`config.mk`:
```
export PLATFORM = sky130hd
export DESIGN_NAME = morse_tx
export DESIGN_NICKNAME = d
export VERILOG_FILES = /design/src/rtl/morse_tx.sv
export SDC_FILE = /design/constraint.sdc
export NUM_CORES = 1
export LEC_CHECK = 0
export BUFFER_PORTS_ARGS = -buffer_cell sky130_fd_sc_hd__buf_2
export CAP_MARGIN = 15
export CORE_UTILIZATION = 45
export DETAILED_ROUTE_END_ITERATION = 16
export GPL_TIMING_DRIVEN = 0
export SYNTH_ARGS = -nofsm -noshare
export SYNTH_HDL_FRONTEND = slang
export SYNTH_SLANG_ARGS = --single-unit
```
`constraint.sdc`:
```
create_clock -name clk -period 2.55 [get_ports clk]
set_input_delay 0 -clock clk [delete_from_list [all_inputs] [get_ports clk]]
set_output_delay 0 -clock clk [all_outputs]
set_load 0.005 [all_outputs]
```
`src/rtl/morse_tx.sv`:
```
// =============================================================================
// morse_tx -- Morse code transmitter / encoder
//
// Accepts one uppercase ASCII letter at a time over a valid/ready handshake.
// The block looks up the letter's 10-bit symbol code and keys it out as timed
// marks and spaces on key_out. The same code is presented on code_out so the
// seven-segment decoder can echo the letter being sent.
//
// Code format (shared with the decode path):
//   bits[1:0]       = 00
//   bits[2k+3:2k+2] = symbol k (k = 0..3): 01 = dot, 11 = dash, 00 = end
//   Symbols are sent from bits[3:2] upward. Sending stops at the first 00 pair
//   or after four symbols.
//
// Timing, in units of UNIT_CYCLES clocks:
//   dot mark = 1, dash mark = 3, gap between symbols = 1, gap after letter = 3
//
// Optional feature (compile-time macro MORSE_WORD_GAP_EN):
//   When defined, ASCII space (0x20) is accepted. It produces a 4-unit silent
//   WGAP phase, which together with the preceding letter's 3-unit gap gives
//   the 7-unit word gap, and it loads code_out with the blank code 10'b1.
//   When undefined, space is rejected like any other unsupported character.
//
// Parameters:
//   UNIT_CYCLES  clk cycles per Morse time unit (>= 1)
//   CNT_W        width of the phase duration down-counter
//
// Ports:
//   clk         system clock
//   rst         synchronous, active-high reset
//   char_in     ASCII character, sampled only on accept
//   char_valid  char_in is valid
//   char_ready  block can accept a character this cycle (state IDLE)
//   key_out     Morse key, 1 = mark (tone / LED on)
//   busy        a letter or a trailing gap is in progress
//   code_out    symbol code of the current / last accepted letter
//   err         one-cycle pulse: an unsupported character was rejected
// =============================================================================
module morse_tx #(
    parameter int UNIT_CYCLES = 5000000,
    parameter int CNT_W       = $clog2(7 * UNIT_CYCLES)
) (
    input  logic        clk,
    input  logic        rst,
    input  logic [7:0]  char_in,
    input  logic        char_valid,
    output logic        char_ready,
    output logic        key_out,
    output logic        busy,
    output logic [9:0]  code_out,
    output logic        err
);

    // -------------------------------------------------------------------------
    // Phase reload values. The counter is loaded with (units * UNIT_CYCLES - 1)
    // on phase entry and the phase ends on the cycle it reads zero, so every
    // phase lasts exactly units * UNIT_CYCLES clocks.
    // -------------------------------------------------------------------------
    localparam logic [CNT_W-1:0] DOT_LOAD  = CNT_W'(UNIT_CYCLES - 32'sd1);
    localparam logic [CNT_W-1:0] DASH_LOAD = CNT_W'(3 * UNIT_CYCLES - 32'sd1);
    localparam logic [CNT_W-1:0] GAP_LOAD  = CNT_W'(UNIT_CYCLES - 32'sd1);
    localparam logic [CNT_W-1:0] LGAP_LOAD = CNT_W'(3 * UNIT_CYCLES - 32'sd1);
`ifdef MORSE_WORD_GAP_EN
    localparam logic [CNT_W-1:0] WGAP_LOAD = CNT_W'(4 * UNIT_CYCLES - 32'sd1);
`endif
    localparam logic [CNT_W-1:0] CNT_ZERO  = CNT_W'(32'd0);
    localparam logic [CNT_W-1:0] CNT_ONE   = CNT_W'(32'd1);

    localparam logic [1:0] SYM_DASH = 2'b11;
    localparam logic [1:0] SYM_END  = 2'b00;

`ifdef MORSE_WORD_GAP_EN
    typedef enum logic [2:0] {
        IDLE = 3'd0,
        MARK = 3'd1,
        GAP  = 3'd2,
        LGAP = 3'd3,
        WGAP = 3'd4
    } state_t;
`else
    typedef enum logic [2:0] {
        IDLE = 3'd0,
        MARK = 3'd1,
        GAP  = 3'd2,
        LGAP = 3'd3
    } state_t;
`endif

    // -------------------------------------------------------------------------
    // International Morse alphabet A-Z in the shared 10-bit code format.
    // Anything that is not an uppercase letter maps to all-zero.
    // -------------------------------------------------------------------------
    function automatic logic [9:0] letter_code(input logic [7:0] c);
        logic [9:0] code;
        case (c)
            8'h41:   code = 10'b0000110100; // A .-
            8'h42:   code = 10'b0101011100; // B -...
            8'h43:   code = 10'b0111011100; // C -.-.
            8'h44:   code = 10'b0001011100; // D -..
            8'h45:   code = 10'b0000000100; // E .
            8'h46:   code = 10'b0111010100; // F ..-.
            8'h47:   code = 10'b0001111100; // G --.
            8'h48:   code = 10'b0101010100; // H ....
            8'h49:   code = 10'b0000010100; // I ..
            8'h4A:   code = 10'b1111110100; // J .---
            8'h4B:   code = 10'b0011011100; // K -.-
            8'h4C:   code = 10'b0101110100; // L .-..
            8'h4D:   code = 10'b0000111100; // M --
            8'h4E:   code = 10'b0000011100; // N -.
            8'h4F:   code = 10'b0011111100; // O ---
            8'h50:   code = 10'b0111110100; // P .--.
            8'h51:   code = 10'b1101111100; // Q --.-
            8'h52:   code = 10'b0001110100; // R .-.
            8'h53:   code = 10'b0001010100; // S ...
            8'h54:   code = 10'b0000001100; // T -
            8'h55:   code = 10'b0011010100; // U ..-
            8'h56:   code = 10'b1101010100; // V ...-
            8'h57:   code = 10'b0011110100; // W .--
            8'h58:   code = 10'b1101011100; // X -..-
            8'h59:   code = 10'b1111011100; // Y -.--
            8'h5A:   code = 10'b0101111100; // Z --..
            default: code = 10'b0000000000;
        endcase
        return code;
    endfunction

    // Mark length for one symbol pair: dash is 3 units, anything else a dot.
    function automatic logic [CNT_W-1:0] mark_load(input logic [1:0] sym);
        logic [CNT_W-1:0] load;
        if (sym == SYM_DASH) begin
            load = DASH_LOAD;
        end else begin
            load = DOT_LOAD;
        end
        return load;
    endfunction

    state_t           state_r;
    state_t           state_next_s;
    logic [CNT_W-1:0] cnt_r;
    logic [CNT_W-1:0] cnt_next_s;
    logic [7:0]       sym_r;        // remaining symbols, current one in [1:0]
    logic [7:0]       sym_next_s;
    logic [9:0]       code_r;
    logic [9:0]       code_next_s;
    logic             err_r;
    logic             err_next_s;
    logic             key_r;
    logic             busy_r;
    logic             ready_r;
    logic             is_letter_s;
    logic [9:0]       lut_code_s;

    assign is_letter_s = (char_in >= 8'h41) && (char_in <= 8'h5A);
    assign lut_code_s  = letter_code(char_in);

    // State register.
    always_ff @(posedge clk) begin
        if (rst) begin
            state_r <= IDLE;
        end else begin
            state_r <= state_next_s;
        end
    end

    // Next-state, counter, symbol shift and code/err decisions.
    always_comb begin
        state_next_s = state_r;
        cnt_next_s   = cnt_r;
        sym_next_s   = sym_r;
        code_next_s  = code_r;
        err_next_s   = 1'b0;
        case (state_r)
            IDLE: begin
                if (char_valid) begin
                    if (is_letter_s) begin
                        code_next_s  = lut_code_s;
                        sym_next_s   = lut_code_s[9:2];
                        cnt_next_s   = mark_load(lut_code_s[3:2]);
                        state_next_s = MARK;
`ifdef MORSE_WORD_GAP_EN
                    end else if (char_in == 8'h20) begin
                        code_next_s  = 10'b0000000001;
                        sym_next_s   = 8'h00;
                        cnt_next_s   = WGAP_LOAD;
                        state_next_s = WGAP;
`endif
                    end else begin
                        // Rejected: stay idle, leave code_out alone.
                        err_next_s = 1'b1;
                    end
                end else begin
                    state_next_s = IDLE;
                end
            end
            MARK: begin
                if (cnt_r != CNT_ZERO) begin
                    cnt_next_s = cnt_r - CNT_ONE;
                end else if (sym_r[3:2] != SYM_END) begin
                    // Another symbol follows: drop the one just sent.
                    sym_next_s   = {2'b00, sym_r[7:2]};
                    cnt_next_s   = GAP_LOAD;
                    state_next_s = GAP;
                end else begin
                    cnt_next_s   = LGAP_LOAD;
                    state_next_s = LGAP;
                end
            end
            GAP: begin
                if (cnt_r != CNT_ZERO) begin
                    cnt_next_s = cnt_r - CNT_ONE;
                end else begin
                    cnt_next_s   = mark_load(sym_r[1:0]);
                    state_next_s = MARK;
                end
            end
            LGAP: begin
                if (cnt_r != CNT_ZERO) begin
                    cnt_next_s = cnt_r - CNT_ONE;
                end else begin
                    state_next_s = IDLE;
                end
            end
`ifdef MORSE_WORD_GAP_EN
            WGAP: begin
                if (cnt_r != CNT_ZERO) begin
                    cnt_next_s = cnt_r - CNT_ONE;
                end else begin
                    state_next_s = IDLE;
                end
            end
`endif
            default: begin
                state_next_s = IDLE;
                cnt_next_s   = CNT_ZERO;
                sym_next_s   = 8'h00;
            end
        endcase
    end

    // Datapath and registered outputs, decoded from the next state so they
    // line up with state_r (key_out rises on the first cycle after accept).
    always_ff @(posedge clk) begin
        if (rst) begin
            cnt_r   <= CNT_ZERO;
            sym_r   <= 8'h00;
            code_r  <= 10'b0000000000;
            err_r   <= 1'b0;
            key_r   <= 1'b0;
            busy_r  <= 1'b0;
            ready_r <= 1'b1;
        end else begin
            cnt_r   <= cnt_next_s;
            sym_r   <= sym_next_s;
            code_r  <= code_next_s;
            err_r   <= err_next_s;
            key_r   <= (state_next_s == MARK);
            busy_r  <= (state_next_s != IDLE);
            ready_r <= (state_next_s == IDLE);
        end
    end

    assign char_ready = ready_r;
    assign key_out    = key_r;
    assign busy       = busy_r;
    assign code_out   = code_r;
    assign err        = err_r;

endmodule

```
==> metrics <==
area grow syn2layout=13.7%; clk buf depth=2; DP Area=between 3000 and 4000 µm²; Finished Layout Cells=between 500 and 600; DRT Pass-1 Iters=5; FFs w/ async S/R, synth=0; Yosys top cell area share=0.319; mean area per synthesized cell=approximately 7.6 µm²; Fin. Hold Viols=0; CP startpoint kind=flip-flop; DP Cell Count=between 500 and 600; Initial Util=0.475; # nets final=roughly 460; ys flop type=dfxtp_1; vias in the first global route=between 2000 and 3000; top cells by area, synth=dfxtp_1 32%, a21oi_1 5.9%, nor2_1 4.9%; final hold slack=0.0108 ns; die width=about 85 µm; clock latency at the later pin of the worst-skew pair=roughly 0.3 ns; H-tree depth=2; Buffers on Ports=22; Post-synth EDFFs=0; DIE HEIGHT=84.6 µm; fin crit period=around 2.4 ns; ant diodes=0; most common cell in the netlist=dfxtp_1; P_leak=around 1.4 nW; DRT Wirelength=~8.3 mm; IO Pins=25; TritonCTS clock tree=built; crit path cell chain=nor4_2 -> nand3_1 -> or4_1 -> nor4b_1 -> o21ai_2 -> o211ai_1; via count=3099; ratio of cells with drive above 1 in the final layout=0.130; initial antenna violation count=0; largest net degree at the start of global routing=16; crit path max fanout=5; status=finished, final reports clean; Synth top cells by count=49 x dfxtp_1, 40 x nor2_1, 36 x a21oi_1; worst slew pin tran=0.758 ns; post-route cell area=between 3000 and 4000 µm²; total power=roughly 1.8 mW; Sink Count=~50; register area share after synthesis=0.319; total CTS buffers=5; #FFs+latches synth=49; clock skew=approximately 0.0037 ns; layout filler cell count=646; final worst-path cycle share=0.929; Post-DP HPWL=~6.2 mm; Largest stage delay, worst path=0.58 ns; grt ovf=0; global-route wire length before repair=about 14 mm; Via density=6.02; WP data arrival=roughly 2.6 ns; Setup-failing EPs final=0; Hold WC Path Type=input port to flip-flop; Critical-path top delay cell=or4_1; Max Slew Vio Count=0; worst IR drop on VDD=~0.32 mV; gr usage total=0.249; Yosys top cell by area=dfxtp_1; core area=~6500 µm²; relative slew slack=0.495; Routability Congestion=a little over 0.9; post-layout util=0.541; max-cap viol count=0; PD cells=around 520 nW/µm²; average wire per standard cell=16.2 µm; antenna viol nets, final=0; Required @ worst endpoint=around 2.8 ns; synthesized area=3070 µm²; row count=29; initial DRC count=232; Die ar.=roughly 7200 µm²; CP endpoint kind=flip-flop; Ys Warns=0; post-synth cell types=60; fmax=about 0.42 GHz; class of the most critical setup path=flip-flop to flip-flop; register clock-pin slew on the reported worst setup and hold paths=~0.09 ns; clk root buf=clkbuf_8; # DRC=0; Mapped Cells=around 400
## through the flow
stage | worst slack (ns) | TNS, ns
2_1_floorplan | 0.432 | 0
3_3_place_gp | -0.198 | -2.93
3_5_place_dp | -0.211 | -2.86
4_1_cts | 0.0363 | 0
5_1_grt | -0.0246 | -0.0648
6_report | 0.181 | 0
## cell type report
| type | instances | area [µm²] | share of cell area |
|---|---|---|---|
| clock inverter | 2 | 37.5 | 0.0107 |
| buffer | 19 | 81.3 | 0.0233 |
| clock buffer | 6 | 82.6 | 0.0236 |
| inverter | 25 | 93.8 | 0.0269 |
| multi-input combinational | 311 | 1980 | 0.567 |
| sequential | 49 | 981 | 0.281 |
| tap | 77 | 96.3 | 0.0276 |
| timing repair buffer | 26 | 140 | 0.0401 |
## worst max-delay path, delay by kind of cell (launching register included)
kind | cells | cell delay [ns]
AND/OR/NAND/NOR | 4 | 1.64
flip-flops | 1 | 0.35
AO/OA/AOI/OAI | 2 | 0.31
## path summary, 6_finish.rpt
kind | from | slack [ns] | end | depth (start not counted)
setup / recovery | cnt_r[14] | 0.18 | cnt_r[23] | 6
setup reg to reg | cnt_r[14] | 0.18 | cnt_r[23] | 6
hold reg to reg | code_out[9] | 0.47 | code_out[9] | 2
hold / removal | char_valid | 0.01 | err | 2
## report_power, final
group | leakage (nW) | switching, mW | internal [mW] | total (mW)
registers | 0.397 | 0.0202 | 0.783 | 0.803
logic | 0.984 | 0.254 | 0.147 | 0.401
clock network | 0.0574 | 0.278 | 0.319 | 0.598
total | 1.44 | 0.553 | 1.25 | 1.80
## registers in the layout (all words and copies together), names as in the netlist
name and count:
busy 1, char_ready 1, cnt_r 26, code_out 8
err 1, key_out 1, state_r 3, sym_r 8
## cells by family after synthesis
family,count (synthesis),synth area share
and+or+nand+nor,168,0.289
AOI/OAI and AO/OA,119,0.256
DFF,49,0.319
buffers and inverters,45,0.0583
adders and majority gates,9,0.0359
xor gates and xnor gates,7,0.0200
muxes,5,0.0204
other,1,0.00122
## placed cells by master, fill, tap and decap left out, types with 14 or more instances in the layout
| cell type | Yosys | final |
|---|---|---|
| a21oi_1 | 36 | 35 |
| buf_2 | 2 | 25 |
| clkbuf_1 | 15 | 14 |
| dfxtp_1 | 49 | 49 |
| inv_1 | 25 | 25 |
| nand2_1 | 35 | 35 |
| nor2_1 | 40 | 39 |
| nor3_1 | 21 | 19 |
| o211ai_1 | 19 | 19 |
| o21ai_0 | 18 | 18 |
## per-layer routing
metal,vias to the layer above,wire length (µm),global-route usage
li1,1542,-,-
met1,1445,3710,0.313
met2,88,4040,0.425
met3,24,367,0.0413
met4,0,223,0.103
met5,-,0,0
## timing repair
action                                  4_1_cts  5_1_grt
gates resized for setup                       4        9
gates cloned                                  0        0
pin swaps                                     2        0
endpoints found under the setup margin       26       32
hold buffers                                  1        0
endpoints found under the hold margin         1        0
buffers inserted                              2        0
Power figures use the tool's default switching activity.
